`config.mk`:
```
export PLATFORM = sky130hd
export DESIGN_NAME = multicycle_ctrl_fsm
export DESIGN_NICKNAME = d
export VERILOG_FILES = /design/src/rtl/rv_ctrl_pkg.sv /design/src/rtl/rv_opcode_classifier.sv /design/src/rtl/multicycle_ctrl_fsm.sv
export SDC_FILE = /design/constraint.sdc
export NUM_CORES = 1
export LEC_CHECK = 0
export CAP_MARGIN = 15
export CORE_MARGIN = 10
export CORE_UTILIZATION = 52
export DETAILED_ROUTE_END_ITERATION = 10
export PLACE_DENSITY = 0.95
export SLEW_MARGIN = 25
export SYNTH_ARGS = -nofsm -noshare
export SYNTH_HDL_FRONTEND = slang
export SYNTH_HIERARCHICAL = 1
export SYNTH_SLANG_ARGS = --single-unit
```
`constraint.sdc`:
```
create_clock -name clk -period 4.55 [get_ports clk]
set_input_delay 0.6825 -clock clk [delete_from_list [all_inputs] [get_ports clk]]
set_output_delay 0.6825 -clock clk [all_outputs]
set_load 0.02 [all_outputs]
```
`src/rtl/rv_ctrl_pkg.sv`:
```
// Shared definitions for the RV32 control path: opcodes, FSM states, opcode classes
// and the datapath select encodings used by the controllers.
package rv_ctrl_pkg;

    localparam logic [6:0] OP_R      = 7'b0110011;
    localparam logic [6:0] OP_IARITH = 7'b0010011;
    localparam logic [6:0] OP_LOAD   = 7'b0000011;
    localparam logic [6:0] OP_STORE  = 7'b0100011;
    localparam logic [6:0] OP_BRANCH = 7'b1100011;
    localparam logic [6:0] OP_JAL    = 7'b1101111;
    localparam logic [6:0] OP_LUI    = 7'b0110111;
    localparam logic [6:0] OP_AUIPC  = 7'b0010111;

    typedef enum logic [2:0] {
        ST_FETCH  = 3'd0,
        ST_DECODE = 3'd1,
        ST_EXEC   = 3'd2,
        ST_MEM    = 3'd3,
        ST_WB     = 3'd4,
        ST_HALT   = 3'd5
    } state_e;

    typedef enum logic [3:0] {
        CLS_NONE    = 4'd0,
        CLS_R       = 4'd1,
        CLS_IARITH  = 4'd2,
        CLS_LOAD    = 4'd3,
        CLS_STORE   = 4'd4,
        CLS_BRANCH  = 4'd5,
        CLS_JAL     = 4'd6,
        CLS_LUI     = 4'd7,
        CLS_AUIPC   = 4'd8,
        CLS_ILLEGAL = 4'd9
    } class_e;

    localparam logic [1:0] ALU_OP_R      = 2'b00;
    localparam logic [1:0] ALU_OP_ADD    = 2'b01;
    localparam logic [1:0] ALU_OP_IARITH = 2'b10;
    localparam logic [1:0] ALU_OP_BRANCH = 2'b11;

    localparam logic [1:0] PC_SRC_PLUS4  = 2'b00;
    localparam logic [1:0] PC_SRC_BRANCH = 2'b01;
    localparam logic [1:0] PC_SRC_JAL    = 2'b10;

    localparam logic [1:0] WB_SEL_ALU    = 2'b00;
    localparam logic [1:0] WB_SEL_MEM    = 2'b01;
    localparam logic [1:0] WB_SEL_LINK   = 2'b10;

    typedef struct packed {
        logic       alu_src;
        logic [1:0] alu_op;
        logic       alu_en;
    } alu_ctrl_t;

    // ALU operand/operation selects an instruction class holds from EXEC through WB.
    function automatic alu_ctrl_t alu_ctrl_for(class_e cls);
        alu_ctrl_t c;
        c = '0;
        case (cls)
            CLS_R:                c = '{alu_src: 1'b0, alu_op: ALU_OP_R,      alu_en: 1'b0};
            CLS_IARITH:           c = '{alu_src: 1'b1, alu_op: ALU_OP_IARITH, alu_en: 1'b0};
            CLS_LOAD, CLS_STORE:  c = '{alu_src: 1'b1, alu_op: ALU_OP_ADD,    alu_en: 1'b0};
            CLS_BRANCH:           c = '{alu_src: 1'b0, alu_op: ALU_OP_BRANCH, alu_en: 1'b0};
            CLS_LUI:              c = '{alu_src: 1'b1, alu_op: ALU_OP_R,      alu_en: 1'b1};
            CLS_JAL, CLS_AUIPC,
            CLS_ILLEGAL:          c = '{alu_src: 1'b0, alu_op: ALU_OP_R,      alu_en: 1'b1};
            default:              c = '0;
        endcase
        return c;
    endfunction

endpackage

```
`src/rtl/rv_opcode_classifier.sv`:
```
// Combinational opcode-to-class decode, shared by the single- and multi-cycle controllers.
module rv_opcode_classifier
    import rv_ctrl_pkg::*;
(
    input  logic [6:0] opcode,
    output logic [3:0] op_class
);

    always_comb begin
        case (opcode)
            OP_R:      op_class = CLS_R;
            OP_IARITH: op_class = CLS_IARITH;
            OP_LOAD:   op_class = CLS_LOAD;
            OP_STORE:  op_class = CLS_STORE;
            OP_BRANCH: op_class = CLS_BRANCH;
            OP_JAL:    op_class = CLS_JAL;
            OP_LUI:    op_class = CLS_LUI;
            OP_AUIPC:  op_class = CLS_AUIPC;
            default:   op_class = CLS_ILLEGAL;
        endcase
    end

endmodule

```
`src/rtl/multicycle_ctrl_fsm.sv`:
```
// Multi-cycle RV32 main control sequencer: FETCH/DECODE/EXEC/MEM/WB over one shared
// memory port, with a memory-ready timeout that parks the core in HALT.
module multicycle_ctrl_fsm
    import rv_ctrl_pkg::*;
#(
    parameter int TIMEOUT_CYCLES = 16
) (
    input  logic       clk,
    input  logic       reset,
    input  logic [6:0] opcode,
    input  logic       mem_ready,
    input  logic       branch_taken,
    output logic       ir_w,
    output logic       pc_w,
    output logic [1:0] pc_src,
    output logic       mem_addr_sel,
    output logic       mem_r,
    output logic       mem_w,
    output logic       reg_w,
    output logic [1:0] wb_sel,
    output logic       alu_src,
    output logic [1:0] alu_op,
    output logic       alu_en,
    output logic       j_type,
    output logic [2:0] state,
    output logic       illegal,
    output logic       timeout
);

    localparam int CNT_W = (TIMEOUT_CYCLES > 2) ? $clog2(TIMEOUT_CYCLES) : 1;
    localparam logic [CNT_W-1:0] CNT_LAST = CNT_W'(TIMEOUT_CYCLES - 1);

    state_e           state_q, state_d;
    class_e           class_q, class_d;
    logic [CNT_W-1:0] cnt_q, cnt_d;
    logic             timeout_q, timeout_d;
    logic [3:0]       cls_raw;
    class_e           cls_dec;
    logic             tmo_hit;
    alu_ctrl_t        alu;

    rv_opcode_classifier u_classifier (
        .opcode   (opcode),
        .op_class (cls_raw)
    );

    assign cls_dec = class_e'(cls_raw);
    assign tmo_hit = (cnt_q == CNT_LAST) && !mem_ready;
    assign alu     = alu_ctrl_for(class_q);
    assign state   = state_q;
    assign timeout = timeout_q;

    // NOTE: state registers use non-blocking assignments so every flop samples pre-edge values.
    always_ff @(posedge clk) begin
        if (reset) begin
            state_q   <= ST_FETCH;
            class_q   <= CLS_NONE;
            cnt_q     <= '0;
            timeout_q <= 1'b0;
        end else begin
            state_q   <= state_d;
            class_q   <= class_d;
            cnt_q     <= cnt_d;
            timeout_q <= timeout_d;
        end
    end

    // NOTE: every variable gets a default first so no latch is inferred on unlisted paths.
    always_comb begin
        state_d   = state_q;
        class_d   = class_q;
        timeout_d = timeout_q;
        case (state_q)
            ST_FETCH: begin
                if (mem_ready) begin
                    state_d = ST_DECODE;
                end else if (tmo_hit) begin
                    state_d   = ST_HALT;
                    timeout_d = 1'b1;
                end
            end
            ST_DECODE: begin
                class_d = cls_dec;
                state_d = (cls_dec == CLS_ILLEGAL) ? ST_FETCH : ST_EXEC;
            end
            ST_EXEC: begin
                case (class_q)
                    CLS_BRANCH:          state_d = ST_FETCH;
                    CLS_LOAD, CLS_STORE: state_d = ST_MEM;
                    default:             state_d = ST_WB;
                endcase
            end
            ST_MEM: begin
                if (mem_ready) begin
                    state_d = (class_q == CLS_LOAD) ? ST_WB : ST_FETCH;
                end else if (tmo_hit) begin
                    state_d   = ST_HALT;
                    timeout_d = 1'b1;
                end
            end
            ST_WB:   state_d = ST_FETCH;
            ST_HALT: state_d = ST_HALT;
            default: state_d = ST_FETCH;
        endcase

        // The wait counter only survives while the FSM sits in the same state.
        if (state_d != state_q) begin
            cnt_d = '0;
        end else if ((state_q == ST_FETCH || state_q == ST_MEM) && !mem_ready) begin
            cnt_d = cnt_q + 1'b1;
        end else begin
            cnt_d = cnt_q;
        end
    end

    always_comb begin
        ir_w         = 1'b0;
        pc_w         = 1'b0;
        pc_src       = PC_SRC_PLUS4;
        mem_addr_sel = 1'b0;
        mem_r        = 1'b0;
        mem_w        = 1'b0;
        reg_w        = 1'b0;
        wb_sel       = WB_SEL_ALU;
        alu_src      = 1'b0;
        alu_op       = ALU_OP_R;
        alu_en       = 1'b0;
        j_type       = 1'b0;
        illegal      = 1'b0;
        case (state_q)
            ST_FETCH: begin
                mem_r = 1'b1;
                ir_w  = mem_ready;
                pc_w  = mem_ready;
            end
            ST_DECODE: illegal = (cls_dec == CLS_ILLEGAL);
            ST_EXEC: begin
                alu_src = alu.alu_src;
                alu_op  = alu.alu_op;
                alu_en  = alu.alu_en;
                j_type  = (class_q == CLS_JAL);
                if (class_q == CLS_BRANCH) begin
                    pc_w   = branch_taken;
                    pc_src = PC_SRC_BRANCH;
                end
            end
            ST_MEM: begin
                mem_addr_sel = 1'b1;
                alu_src      = 1'b1;
                alu_op       = ALU_OP_ADD;
                mem_r        = (class_q == CLS_LOAD);
                mem_w        = (class_q == CLS_STORE);
            end
            ST_WB: begin
                reg_w   = 1'b1;
                alu_src = alu.alu_src;
                alu_op  = alu.alu_op;
                alu_en  = alu.alu_en;
                if (class_q == CLS_LOAD) begin
                    wb_sel = WB_SEL_MEM;
                end else if (class_q == CLS_JAL) begin
                    wb_sel = WB_SEL_LINK;
                    pc_w   = 1'b1;
                    pc_src = PC_SRC_JAL;
                    j_type = 1'b1;
                end
            end
            default: ;
        endcase

        // Any in-flight access or pulse is squashed for as long as reset is held.
        if (reset) begin
            ir_w         = 1'b0;
            pc_w         = 1'b0;
            pc_src       = PC_SRC_PLUS4;
            mem_addr_sel = 1'b0;
            mem_r        = 1'b0;
            mem_w        = 1'b0;
            reg_w        = 1'b0;
            wb_sel       = WB_SEL_ALU;
            alu_src      = 1'b0;
            alu_op       = ALU_OP_R;
            alu_en       = 1'b0;
            j_type       = 1'b0;
            illegal      = 1'b0;
        end
    end

endmodule

```
==> impl_metrics.env <==
export IMPL_clk_pin_slew_ps=90
export IMPL_holdPathEnd="timeout"
export IMPL_rsz0062_at_grt="no"
export IMPL_maxCapViolCount=0
export IMPL_dp_final_hpwl_mm=2.474
export IMPL_final_max_slew_violation_count=0
export IMPL_num_rows=17
export IMPL_num_vias=1232
export IMPL_p_per_area_mw_per_mm2=197.0
export IMPL_antenna_found_initial=0
export IMPL_avgSynthCellArea_um2=7.701
export IMPL_globalRouteTotalUtil_pct=13.63
export IMPL_synth_seq_cells=16
export IMPL_synth_nets=170
export IMPL_dp_cells=208
export IMPL_setup_viol=0
export IMPL_cts_htree_levels=1
export IMPL_numPortBuffers=30
export IMPL_reg2reg_slack_ps=2350
export IMPL_netlist_instances=155
export IMPL_fin_skew_ps=0.6494
export IMPL_hold_slack_ps=475.7
export IMPL_die_w_um=67.91
export IMPL_rr_endpoint="alu[3]"
export IMPL_power_leakage_nw=0.5639
export IMPL_synthArstFlopShare_pct=0
export IMPL_die_y_um=67.91
export IMPL_cts_tree="yes"
export IMPL_post_drt_wl_per_cell_um=14.96
export IMPL_total_power_mw=0.3017
export IMPL_cp_start_kind="primary input"
export IMPL_wl_mm=3.157
export IMPL_synth_top_cells_by_area="dfxtp_1 27%, nor2_1 7.2%, mux2i_1 5.0%"
export IMPL_final_antenna_net_count=0
export IMPL_rr_startpoint="state[0]"
export IMPL_seqCellArea_um2=320.3
export IMPL_final_hold_viol_count=0
export IMPL_post_cts_setup_buffer_count=0
export IMPL_clk_latency_ps=280
export IMPL_synth_edf_count=0
export IMPL_cts_buffers=3
export IMPL_mostFrequentLayoutCell="clkdlybuf4s50_1"
export IMPL_antenna_cells=0
export IMPL_worstHoldPathCells=2
export IMPL_ys_types=45
export IMPL_area_growth_pct=28.30
export IMPL_grt_pass1_vias=1190
export IMPL_required_ps=3870
export IMPL_worst_pin_slew_ps=614.2
export IMPL_fillers=175
export IMPL_crit_path_max_fanout=8
export IMPL_initialDrtViolationCount=64
export IMPL_worstHoldStart="timeout"
export IMPL_synth_top_area_share_pct=26.83
export IMPL_instances_no_fill=211
export IMPL_yosysWarnings=6
export IMPL_grt_overflow_total=0
export IMPL_slew_headroom_pct=59.00
export IMPL_synth_top_area_cell="dfxtp_1"
export IMPL_tns_ps=0
export IMPL_ys_flop_type="dfxtp_1"
export IMPL_status="finished clean"
export IMPL_grt_max_degree=25
export IMPL_layout_drive_gt1_share_pct=6.557
export IMPL_hp_class="reg -> reg"
export IMPL_via_per_inst=5.839
export IMPL_netlist_area_mm2=0.001194
export IMPL_ir_worst_vdd_mv=0.1954
export IMPL_clock_sinks=16
export IMPL_root_buffer="clkbuf_4"
export IMPL_nets=200
export IMPL_path_class="in -> out"
export IMPL_start_util_pct=54.48
export IMPL_drc=0
export IMPL_layout_min_cycle_time_ps=3802
export IMPL_dr_pass1_iters=4
export IMPL_layout_common_cells="30 x clkdlybuf4s50_1, 23 x nor2_1, 16 x dfxtp_1"
export IMPL_ff2ff_path_depth=7
export IMPL_core_mm2=0.002191
export IMPL_worstPathArrival_ps=3120
export IMPL_multiInputGateArea_um2=812.0
export IMPL_cts_resized=0
export IMPL_ys_seq_area_share_pct=26.83
export IMPL_period_share_pct=83.57
export IMPL_ioPinCount=31
export IMPL_routabilityCongestion=0.8949
export IMPL_clk_path_buf_depth=2
export IMPL_endpoint_kind="output pin"
export IMPL_grt_pass1_wl_mm=5.030
export IMPL_timing_fmax_ghz=0.2630
export IMPL_fp_dieArea_mm2=0.004612
export IMPL_holdBufCountCts=0
[worst max-delay path, cell delays in order]
cell and delay [ps]:
clkdlybuf4s50_1 620, and4bb_2 270, o311a_1 370, nor2_1 160, nand3_1 120, nor3b_1 250
clkdlybuf4s50_1 640
[metal layers]
metal	routed length (um)	global-route usage, %	vias to the layer above
li1	-	-	618
met1	1293	14.37	545
met2	1483	24.88	61
met3	308	3.263	8
met4	72	6.533	0
met5	0	0	-
[per-stage QoR]
| step | cell area (um2) | utilization (%) | setup slack, ps |
|---|---|---|---|
| after floorplan | 1194 | - | 1826 |
| after global placement | 1509 | 68.87 | 839.2 |
| after detailed placement | 1509 | 68.87 | 763.1 |
| after CTS | 1531 | 69.90 | 760.6 |
| after global routing | 1531 | 69.90 | 648.8 |
| final | 1531 | 69.90 | 747.6 |
[logic make-up (layout without fill, tap and decap cells)]
family          after synthesis  count (layout)  share of synthesized area, %
compound gates               31              31                         17.61
xor+xnor                      5               5                         3.669
fa+ha+maj                     4               4                         4.193
buf+inv                      15              43                         5.136
flops                        16              16                         26.83
mux                           6               6                         5.032
simple gates                 78              78                         37.53
[registers in the layout, indices dropped and copies added (netlist names)]
signal	count
alu	4
state	3
cnt_q	4
timeout	1
class_q	4
[cells in the mapped netlist, types with 2 or more instances]
cell type / n
nand3b_1: 5
nand2b_1: 2
a211oi_1: 3
ha_1: 4
clkbuf_1: 2
buf_2: 4
nor2_1: 23
nor3b_1: 4
mux2i_1: 6
nor4_1: 3
xor2_1: 3
and2_1: 2
nand4bb_1: 2
o21ai_0: 2
a21oi_1: 10
a21o_1: 3
inv_1: 9
xnor2_1: 2
nor3_1: 3
o22ai_1: 2
nor2b_1: 3
and3_1: 2
dfxtp_1: 16
a31oi_1: 2
nand2_1: 9
nand3_1: 10
[worst max path at each step]
| stage | from | to | depth (start not counted) |
|---|---|---|---|
| CTS | opcode[6] | illegal | 7 |
| detailed placement | opcode[6] | illegal | 7 |
| global route | opcode[3] | illegal | 7 |
| finish | opcode[6] | illegal | 7 |
| floorplan | opcode[3] | illegal | 5 |
| global placement | opcode[6] | illegal | 7 |
[report_power, final]
part	internal, mW	total [mW]	switching (mW)
Clock	0.0307	0.0748	0.0441
Sequential	0.145	0.154	0.00909
Combinational	0.0349	0.0729	0.0380
[area by class of cell]
cell class / instances / area share (%)
well taps: 28 / 2.288
clock buffers: 3 / 1.471
repair buffers: 31 / 20.10
multi-input cells: 124 / 53.02
flip-flops and latches: 16 / 20.92
inverters: 9 / 2.206
Note: power is estimated with default switching activity, not from simulation.
